[config.mk]
export PLATFORM = sky130hd
export DESIGN_NAME = ram_port_arbiter
export DESIGN_NICKNAME = d
export VERILOG_FILES = /design/src/rtl/ram_port_arbiter.sv
export SDC_FILE = /design/constraint.sdc
export NUM_CORES = 1
export LEC_CHECK = 0
export BUFFER_PORTS_ARGS = -buffer_cell sky130_fd_sc_hd__buf_4
export CAP_MARGIN = 20
export CELL_PAD_IN_SITES_DETAIL_PLACEMENT = 2
export CELL_PAD_IN_SITES_GLOBAL_PLACEMENT = 2
export CORE_MARGIN = 1.5
export CORE_UTILIZATION = 30
export CTS_CLUSTER_DIAMETER = 80
export DETAILED_ROUTE_END_ITERATION = 6
export PLACE_DENSITY_LB_ADDON = 0.1
export SLEW_MARGIN = 20
export SYNTH_ARGS = -nofsm -noshare
export SYNTH_HDL_FRONTEND = slang
export SYNTH_SLANG_ARGS = --single-unit
[constraint.sdc]
create_clock -name clk_in -period 4.72 [get_ports clk_in]
set_clock_uncertainty 0.15 [all_clocks]
set_input_delay 0.944 -clock clk_in [delete_from_list [all_inputs] [get_ports clk_in]]
set_output_delay 0.944 -clock clk_in [all_outputs]
set_load 0.01 [all_outputs]
[src/rtl/ram_port_arbiter.sv]
// ram_port_arbiter: shares the byte-wide RAM/IO bus between the instruction
// fetch and data memory requesters, serialising 1/2/4-byte accesses into
// byte cycles and assembling read data little-endian.
module ram_port_arbiter #(
  parameter int unsigned STARVE_LIMIT = 2,
  parameter logic [1:0]  IO_SEL       = 2'b11
) (
  input  logic        clk_in,
  input  logic        rst_in,
  input  logic        rdy_in,
  input  logic        if_req,
  input  logic [31:0] if_addr,
  input  logic        if_flush,
  output logic        if_done,
  output logic [31:0] if_data,
  input  logic        mem_rd_req,
  input  logic        mem_wr_req,
  input  logic [31:0] mem_addr,
  input  logic [31:0] mem_wdata,
  input  logic [2:0]  mem_len,
  output logic        mem_done,
  output logic [31:0] mem_rdata,
  output logic [1:0]  busy,
  input  logic [7:0]  ram_din,
  output logic [7:0]  ram_dout,
  output logic [31:0] ram_a,
  output logic        ram_wr,
  input  logic        io_buffer_full
);

  localparam int unsigned SW = (STARVE_LIMIT < 1) ? 1 : $clog2(STARVE_LIMIT + 1);

  typedef enum logic [1:0] {IDLE, RD, WR, DONE} state_t;

  state_t        state, state_nx;
  logic          serve_if;
  logic [31:0]   base_q;
  logic [2:0]    len_q;
  logic [2:0]    idx_q;
  logic [31:0]   wdata_q;
  logic [31:0]   data_q;
  logic          io_q;
  logic [SW-1:0] starve_q;
  logic [31:0]   ram_a_q;
  logic [1:0]    busy_q;

  logic          grant_if, grant_mem, wr_go, abort, mem_any, if_wins;
  logic [2:0]    len_dec;
  logic [1:0]    rd_lane;

  // Next-state, grant decision and byte-issue qualification
  always_comb begin
    state_nx  = state;
    grant_if  = 1'b0;
    grant_mem = 1'b0;
    abort     = 1'b0;
    mem_any   = mem_wr_req | mem_rd_req;
    if_wins   = if_req & ~if_flush & (~mem_any | (starve_q == SW'(STARVE_LIMIT)));
    wr_go     = (state == WR) & rdy_in & ~(io_q & io_buffer_full);
    len_dec   = (mem_len == 3'd1) ? 3'd1 : ((mem_len == 3'd2) ? 3'd2 : 3'd4);
    rd_lane   = idx_q[1:0] - 2'd1;
    if (rdy_in) begin
      unique case (state)
        IDLE: begin
          if (if_wins) begin
            grant_if = 1'b1;
            state_nx = RD;
          end else if (mem_any) begin
            grant_mem = 1'b1;
            state_nx  = mem_wr_req ? WR : RD;
          end
        end
        RD: begin
          if (serve_if && if_flush) begin
            abort    = 1'b1;
            state_nx = IDLE;
          end else if (idx_q == len_q) begin
            state_nx = DONE;
          end
        end
        WR:   if (wr_go && (idx_q + 3'd1 == len_q)) state_nx = DONE;
        DONE: state_nx = IDLE;
        default: state_nx = IDLE;
      endcase
    end
  end

  // State register
  always_ff @(posedge clk_in or negedge rst_in) begin
    if (!rst_in)     state <= IDLE;
    else if (rdy_in) state <= state_nx;
  end

  // Access latching, byte sequencing, read assembly and starvation tracking
  always_ff @(posedge clk_in or negedge rst_in) begin
    if (!rst_in) begin
      serve_if <= 1'b0;
      base_q   <= '0;
      len_q    <= '0;
      idx_q    <= '0;
      wdata_q  <= '0;
      data_q   <= '0;
      io_q     <= 1'b0;
      starve_q <= '0;
      ram_a_q  <= '0;
      busy_q   <= '0;
    end else if (rdy_in) begin
      if (!if_req) starve_q <= '0;
      if (grant_if) begin
        serve_if <= 1'b1;
        base_q   <= if_addr;
        len_q    <= 3'd4;
        wdata_q  <= '0;
        io_q     <= 1'b0;
        starve_q <= '0;
        ram_a_q  <= if_addr;
        idx_q    <= '0;
        data_q   <= '0;
      end
      if (grant_mem) begin
        serve_if <= 1'b0;
        base_q   <= mem_addr;
        len_q    <= len_dec;
        wdata_q  <= mem_wdata;
        io_q     <= mem_wr_req & (mem_addr[17:16] == IO_SEL);
        ram_a_q  <= mem_addr;
        idx_q    <= '0;
        data_q   <= '0;
        if (if_req && (starve_q != SW'(STARVE_LIMIT))) starve_q <= starve_q + SW'(1);
      end
      // Reads run one cycle behind the address: idx 0 only presents, each
      // later cycle samples the byte addressed in the previous one.
      if (state == RD && !abort) begin
        if (idx_q != 3'd0) data_q[{rd_lane, 3'b000} +: 8] <= ram_din;
        idx_q <= idx_q + 3'd1;
        if (idx_q + 3'd1 < len_q) ram_a_q <= base_q + {29'd0, idx_q} + 32'd1;
      end
      if (abort) data_q <= '0;
      if (wr_go) begin
        idx_q   <= idx_q + 3'd1;
        ram_a_q <= base_q + {29'd0, idx_q} + 32'd1;
      end
      if (state_nx == IDLE || state_nx == DONE) ram_a_q <= '0;
      if (state_nx == IDLE)  busy_q <= '0;
      else if (grant_if)     busy_q <= 2'b10;
      else if (grant_mem)    busy_q <= 2'b01;
    end
  end

  assign ram_wr    = wr_go;
  assign ram_dout  = (state == WR) ? wdata_q[{idx_q[1:0], 3'b000} +: 8] : 8'h00;
  assign ram_a     = ram_a_q;
  assign busy      = busy_q;
  assign if_done   = (state == DONE) & serve_if & rdy_in;
  assign mem_done  = (state == DONE) & ~serve_if & rdy_in;
  assign if_data   = data_q;
  assign mem_rdata = data_q;

endmodule

Yosys cells after proc, flatten, opt, wreduce, memory -nomap -nowiden
Cells that the tools add are included.
- output and inout bits: 109
- logic and storage cells: 118
- bits in registers: 142
- input port bits: 115
- shift operators: 3
- mux-type cells: 55
- order comparisons: 1
- bitwise logic cells: 16
- add/sub/neg operators: 6
- eq/ne operators: 11
- reductions and logical operators: 15
- operator list (kind ; number):
    $mux 32 ; 16
    $add 32x1->32 const B ; 1
    $add 32x3->32 ; 1
    $bwmux 32 ; 1
    $shift 8x7->32 const A ; 1
    $shiftx 32x6->8 ; 1
    $shiftx 8x7->32 ; 1
    $mux 2 ; 14
    $mux 3 ; 8
    $mux 1 ; 14
    $and 1x1->1 ; 10
    $eq 2x2->1 const B ; 5
    $mux 8 ; 1
    $pmux 2 s4 ; 1
    $neg 5->7 ; 1
    $eq 3x3->1 ; 2
    $reduce_and 2->1 ; 3
    $reduce_bool 3->1 ; 2
    $logic_and 1x1->1 ; 4
    $logic_not 2->1 ; 2
    $not 1->1 ; 4
    $reduce_bool 4->1 ; 1
    $add 3x1->3 const B ; 1
    $eq 3x1->1 const B ; 1
    other kinds (10) ; 11

Logic depth before layout (Yosys ltp)
Gate-level depths: netlist (run 1).
- word-level depth: 14
- depth in mapped cells: 13

Least setup slack after synthesis (run 1)
No wires, ideal clock.
- path type: register to register
- start: reg idx_q[0]
- end: reg ram_a_q[19], in the netlist ram_a[19]
- slack: 1126 ps
- stages on the path, launching flop included: 14
- setup time: 142 ps
- arrival: 3301 ps
- period minus slack after synthesis: 3594 ps
- path buffers: 3
- cells stage by stage: dfrtp_1 buf_1 inv_1 ha_1 ha_1 a41oi_1 a21oi_1 mux2i_1 ha_1 and2_1 clkbuf_1 nand2_1 clkbuf_1 o221ai_1
- longest elaborated chain between the ends: 9
- RTL lines (item ; line ; source):
    start: declaration ; 39 ; logic [2:0] idx_q;
    start signal: assignment ; 135 ; idx_q <= idx_q + 3'd1;
    start signal: assignment ; 140 ; idx_q <= idx_q + 3'd1;
    branches (longest 8 deep; another with $add 32x3->32) ; -- ;
    $mux 32 (*) ; 143 ; if (state_nx == IDLE || state_nx == DONE) ram_a_q <= '0;
    end signal: assignment ; 126 ; ram_a_q <= mem_addr;
    end signal: assignment ; 136 ; if (idx_q + 3'd1 < len_q) ram_a_q <= base_q + {29'd0, idx_q} + 32'd1;
    end signal: assignment ; 141 ; ram_a_q <= base_q + {29'd0, idx_q} + 32'd1;
    end: declaration ; 44 ; logic [31:0] ram_a_q;
Mark *: on every way between the ends.
A chain may end at the register's enable or synchronous reset.

Final worst setup path (run 1)
- start: in if_flush
- end: reg ram_a_q[18], in the netlist ram_a[18]
- longest elaborated chain between the ends: 12
- RTL lines (item ; line ; source):
    start: declaration ; 13 ; input logic if_flush,
    $not 1->1 ; 58 ; if_wins = if_req & ~if_flush & (~mem_any | (starve_q == SW'(STARVE_LIMIT)));
    $and 1x1->1 (2 in a row) ; 58 ;
    $mux 1 ; 65 ; if (if_wins) begin
    $mux 1 ; 63 ; unique case (state)
    $mux 1 ; 62 ; if (rdy_in) begin
    $mux 32 ; 109 ; if (grant_if) begin
    $mux 32 ; 120 ; if (grant_mem) begin
    $mux 32 ; 136 ;
    $mux 32 ; 133 ; if (state == RD && !abort) begin
    $mux 32 ; 139 ; if (wr_go) begin
    $mux 32 (*) ; 143 ;
Mark *: on every way between the ends. The rest lies on a longest branch, timed or not.

==> results of run 1 <==
==> flip-flops by register name, indices dropped and copies added (netlist names) <==
signal    flops
base_q       32
io_q          1
if_data      32
busy          2
starve_q      2
ram_a        32
state         2
wdata_q      32
idx_q         3
serve_if      1
len_q         3
==> worst reg2reg max path, stage by stage, from the launching register on <==
cell     delay [ps]
dfrtp_1         580
nor2b_1         180
buf_4           200
and3_1          330
a41oi_1         170
a21oi_1         200
mux2i_1         120
ha_1            370
nand2_1         150
a211o_1         640
nor3_1          170
a221o_1         300
==> cells by family after synthesis <==
group                    share of synthesized area, %
AO/OA/AOI/OAI                                    21.7
XOR/XNOR                                         3.87
adder cells (fa/ha/maj)                          2.54
buffers and inverters                            7.84
flip-flops                                       46.2
multiplexers                                     4.05
AND/OR/NAND/NOR                                  13.8
==> metrics by stage <==
stage                     instance area, um2  total power [mW]  worst slack (ps)  utilization (%)  cells
after floorplan                         7690              3.29              1130                -    763
after global placement                  9510              4.12               787             37.8   1256
after detailed placement                9510              4.24               568             37.8   1256
after CTS                              10100              5.72              1040             40.2   1288
after global routing                   10100              6.02               719             40.2   1288
final                                  10100              5.65               978             40.2   1288
==> Yosys cell counts, drive strengths merged (14+ instances only) <==
cell type  instances
xor2              19
o21ai             26
a22o              56
ha                14
inv               47
buf               45
a222oi            15
nand3             23
nor2              48
nand4             15
xnor2             15
clkbuf            30
nand2             67
dfrtp            142
and2              16
==> power groups by stage <==
stage               Sequential [mW]  Clock, mW  Combinational (mW)
floorplan                      1.92          0                1.37
global placement               2.02          0                2.10
detailed placement             2.05          0                2.20
CTS                            2.04       1.47                2.21
global route                   2.08       1.52                2.41
finish                         2.04       1.44                2.18
==> cell type report <==
class / instances / area share, %
clock buffers: 17 / 4.20
clock inverters: 15 / 1.89
inverters: 47 / 1.74
multi-input cells: 499 / 35.2
flip-flops and latches: 142 / 35.1
well taps: 330 / 4.08
repair buffers: 238 / 17.8
==> path summary, 6_finish.rpt <==
kind | endpoint | slack [ps] | start | cells past startpoint
worst max-delay path | ram_a[18] | 980 | if_flush | 10
worst min-delay path | if_data[7] | 330 | rst_in | 1
worst max register to register | ram_a[18] | 1050 | state[1] | 11
worst min register to register | io_q | 330 | io_q | 2
max in group asynchronous | ram_a[11] | 3220 | rst_in | 2
min in group clk_in | io_q | 330 | io_q | 2
==> layer usage <==
metal	vias up	track usage (%)	wire (um)
met3	22	3.45	1290
met1	3693	28.0	12200
li1	3153	-	-
met2	215	40.6	15200
met4	0	5.42	395
met5	-	0	0
==> key figures, run 1 <==
Outcome
  • Status: completed

Placement
  • PortBufs: 223
  • Post-DP HPWL: 21.1 mm
  • Routability congestion estimate: 0.810

Timing
  • Post-layout min period: 3740 ps
  • Hold violation count in the final report: 0
  • Slew Viols, Final: 0
  • Worst-Margin Slew: 973 ps
  • RSZ-0062 raised after global routing: no
  • Final setup viols: 0
  • Fin crit share: 79.3%
  • Setup TNS: 0 ps
  • Hold_ws: 325 ps
  • Rel. slew slack: 35.0%
  • Max Fclk: 267 MHz

Setup path
  • Max incr delay on CP: 630 ps
  • Buf/Inv on CP: 1
  • CP Cell Sequence: buf_4 -> nor2b_1 -> o21ai_0 -> a21oi_1 -> mux2i_1 -> ha_1 -> nand2_1 -> a211o_1 -> nor3_1 -> a221o_1
  • Req. time, crit path: 4880 ps
  • CP top delay family: compound AO/OA/AOI/OAI gates
  • CP arrival: 3900 ps
  • CP Class: input pin to register
  • Crit path max fanout: 16
  • Crit end category: register
  • Slowest cell on the critical path: a211o_1
  • Setup crit start kind: input pin

Routing
  • WL/cell: 22.6 um
  • Vias per inst: 5.50
  • Post-route DRC: 0
  • Pre-antenna DRT Iters: 5
  • Final ANT Viol Nets: 0
  • WL final: 29.2 mm
  • Routed vias: 7083
  • Initial DRC count: 364

Global route
  • Largest net degree at the start of global routing: 86
  • First-pass GRT wire length: 45.7 mm
  • Global-route usage over all layers: 22.5%
  • Antenna violations before repair: 0
  • Total congestion overflow: 0
  • Number of global-route vias before repair: 7822

Floorplan
  • Die area: 0.0266 mm2
  • Die width: 163 um
  • Placeable Area: 0.0252 mm2
  • Initial Util: 30.5%
  • Boundary pin count: 224
  • Die height: 163 um
  • Core Rows: 58

Yosys
  • Yosys top cell by area: dfrtp_1
  • Async set-reset flop share out of synthesis: 100%
  • Ys flop type: dfrtp_1
  • Seq/Total Area, Yosys: 46.2%
  • Synth area leaders: dfrtp_1 (46%), a22o_1 (6.4%), nand2_1 (3.3%)
  • Syn nets: 893
  • Number of synthesis warnings: 0
  • Post-synthesis register bit count: 142
  • Mapped cell area: 0.00769 mm2
  • Syn avg cell area: 10.1 um2
  • EDFF count, synth: 0
  • Post-Syn Instances: 763
  • Post-synth top area share: 46.2%
  • Yosys cell types: 60

Final layout
  • Syn-to-layout area delta: 31.7%
  • ANT cells: 0
  • Share of layout cells above drive strength 1: 30.3%
  • Nets@finish: 1075
  • Commonest non-fill, non-tap cell in the layout: buf_4
  • Commonest non-fill, non-tap cells in the layout: buf_4 (236), dfrtp_1 (142), nand2_1 (67), a22o_1 (56), nor2_1 (48)
  • Sequential Area: 0.00355 mm2
  • Fillers: 2712
  • Multi-input logic area: 0.00357 mm2

Pwr
  • Sw frac: 39.6%
  • Clock network fraction of design power: 25.4%
  • Power Dens Cells: 558 mW/mm2
  • LEAKAGE: 4.89 nW
  • Internal power: 3.41 mW
  • Sequential fraction of design power: 36.0%
  • Combinational Power Share: 38.6%
  • Maximum ir drop on the vdd rail: 228 uV
  • P_sw: 2.24 mW

CTS
  • Clock buffer count from CTS: 17
  • CTS tree: built
  • Clock Tree Buf Depth: 2
  • Sink Count: 142
  • CTS H-tree depth: 4
  • Clk_lat worst skew: 430 ps
  • Hold Buf Count CTS: 0
  • Cts repair resizes: 0
  • Clock root cell: clkbuf_16
  • Reg clk slew, reported paths: 70 ps
  • Post-CTS setup buffer count: 0

Worst hold path
  • Class of the worst hold path: input pin to asynchronous set/reset pin

Job
  • Max_cap viols: 0
(Power assumes the default switching activity.)
==> run 2, diff against run 1 <==
==> constraint.sdc (replaced) <==
create_clock -name clk_in -period 3.57 [get_ports clk_in]
set_clock_uncertainty 0.15 [all_clocks]
set_input_delay 0.714 -clock clk_in [delete_from_list [all_inputs] [get_ports clk_in]]
set_output_delay 0.714 -clock clk_in [all_outputs]
set_load 0.01 [all_outputs]
==> run 2 against run 1 <==
Sequential share of layout area down 0.49 points. Sequential power up 31%. Combinational power increased by 40%. Critical endpoint is now ram_a[19]. Core utilization up 0.57 points. Cell count up 1.4%. Clock power increased by 21%. First-iteration DRC count grew 4.7%.
==> key figures, run 2 (synthesized netlist as in run 1, its figures left out) <==
Final layout
  • Multi-input logic area: 0.00360 mm2
  • Fillers: 2756
  • Share of layout cells above drive strength 1: 32.3%
  • Syn-to-layout area delta: 33.5%
  • Sequential Area: 0.00355 mm2
  • Commonest non-fill, non-tap cell in the layout: buf_4
  • ANT cells: 0
  • Nets@finish: 1093
  • Commonest non-fill, non-tap cells in the layout: buf_4 (251), dfrtp_1 (142), nand2_1 (67), a22o_1 (56), inv_1 (47)

Job
  • Max_cap viols: 0

Pwr
  • Power Dens Cells: 728 mW/mm2
  • LEAKAGE: 4.96 nW
  • Maximum ir drop on the vdd rail: 278 uV

Setup path
  • Max incr delay on CP: 430 ps
  • CP Cell Sequence: inv_1 -> ha_1 -> ha_1 -> a41oi_1 -> a21oi_1 -> mux2i_1 -> ha_1 -> nand2_1 -> a211oi_1 -> buf_4 -> buf_4 -> a21oi_2 -> o221ai_1
  • Critical path's most frequent cell: ha_1
  • CP arrival: 3420 ps
  • CP Class: register to register
  • Crit path launch: idx_q[1]
  • CP top delay family: adder cells
  • Slowest cell on the critical path: dfrtp_1
  • Flop2flop setup slack: 350 ps
  • Reg-to-Reg End: ram_a[19]
  • Req. time, crit path: 3770 ps
  • Crit path max fanout: 7
  • Setup crit start kind: register
  • Buf/Inv on CP: 3
  • Reg2reg path depth: 13
  • Critical Path Sink: ram_a[19]
  • FF-to-FF Start: idx_q[1]
  • Crit path depth: 13
  • Crit end category: register

Routing
  • Post-route DRC: 0
  • Routed vias: 7171
  • Final ANT Viol Nets: 0
  • WL final: 30.2 mm
  • WL/cell: 23.1 um
  • Vias per inst: 5.49
  • Pre-antenna DRT Iters: 5
  • Initial DRC count: 381

Timing
  • Worst-Margin Slew: 1040 ps
  • Setup TNS: 0 ps
  • Slew Viols, Final: 0
  • Final setup viols: 0
  • Hold violation count in the final report: 0
  • RSZ-0062 raised after global routing: no
  • Post-layout min period: 3220 ps
  • Fin crit share: 90.2%
  • Max Fclk: 311 MHz
  • Hold_ws: 128 ps
  • Rel. slew slack: 30.8%

Global route
  • First-pass GRT wire length: 47.6 mm
  • Number of global-route vias before repair: 8096
  • Total congestion overflow: 0
  • Global-route usage over all layers: 23.5%
  • Antenna violations before repair: 0
  • Largest net degree at the start of global routing: 76

CTS
  • Hold Buf Count CTS: 0
  • Clock buffer count from CTS: 17
  • CTS H-tree depth: 4
  • Clock Tree Buf Depth: 2
  • Reg clk slew, reported paths: 70 ps
  • Sink Count: 142
  • CTS tree: built
  • Clk_lat worst skew: 440 ps
  • Clock root cell: clkbuf_16

Floorplan
  • Die width: 163 um
  • Core Rows: 58
  • Boundary pin count: 224
  • Die area: 0.0266 mm2
  • Die height: 163 um
  • Placeable Area: 0.0252 mm2
  • Initial Util: 30.5%

Placement
  • PortBufs: 223
  • Post-DP HPWL: 21.7 mm
  • Routability congestion estimate: 0.831

Outcome
  • Status: completed

Worst hold path
  • Class of the worst hold path: input pin to asynchronous set/reset pin
-- run 2: changes by cell type in the layout (fill, tap and decap cells not counted), sizes merged --
cell	before	now
buf	238	256
bufinv	2	0
clkinv	1	3
clkinvlp	2	4
inv	57	55
-- run 2: worst min-delay path by stage --
stage                        endpoint  cells past startpoint  slack, ps
after global placement    starve_q[0]                      1        330
after CTS                 if_data[15]                      1        160
final                     if_data[13]                      1        130
after global routing      if_data[13]                      1        180
after detailed placement  wdata_q[18]                      1        340
after floorplan             base_q[0]                      0        270
-- run 2: area by class of cell --
class / count / area share, %
Timing Repair Buffer: 256 / 19.2
Tap cell: 330 / 4.02
Clock buffer: 17 / 4.14
Clock inverter: 15 / 1.24
Sequential cell: 142 / 34.6
Inverter: 47 / 1.72
Multi-Input combinational cell: 499 / 35.1
-- run 2: metal layers --
layer | up-vias | track usage (%) | wire (um)
li1 | 3203 | - | -
met1 | 3728 | 28.5 | 12600
met2 | 199 | 41.9 | 15600
met3 | 41 | 3.30 | 1240
met4 | 0 | 9.38 | 840
met5 | - | 0 | 0
-- run 2: repair_timing --
action	in CTS	in global routing
gates resized for setup	0	5
buffers inserted	0	2
setup endpoints to repair	0	14
-- run 2: power breakdown --
| part | switching (mW) | internal [mW] | leakage, nW |
|---|---|---|---|
| clock network | 0.830 | 0.911 | 0.262 |
| registers | 0.556 | 2.12 | 1.86 |
| logic | 1.63 | 1.42 | 2.85 |
-- run 2: stage by stage --
step	util, %	std cells	power, mW	cell area, um2	worst slack (ps)
floorplan	-	763	4.35	7690	205
global placement	38.4	1272	5.55	9680	304
detailed placement	38.4	1272	5.74	9680	57.2
CTS	40.6	1304	7.52	10200	59.1
global route	40.8	1306	7.97	10300	26.7
finish	40.8	1306	7.47	10300	351
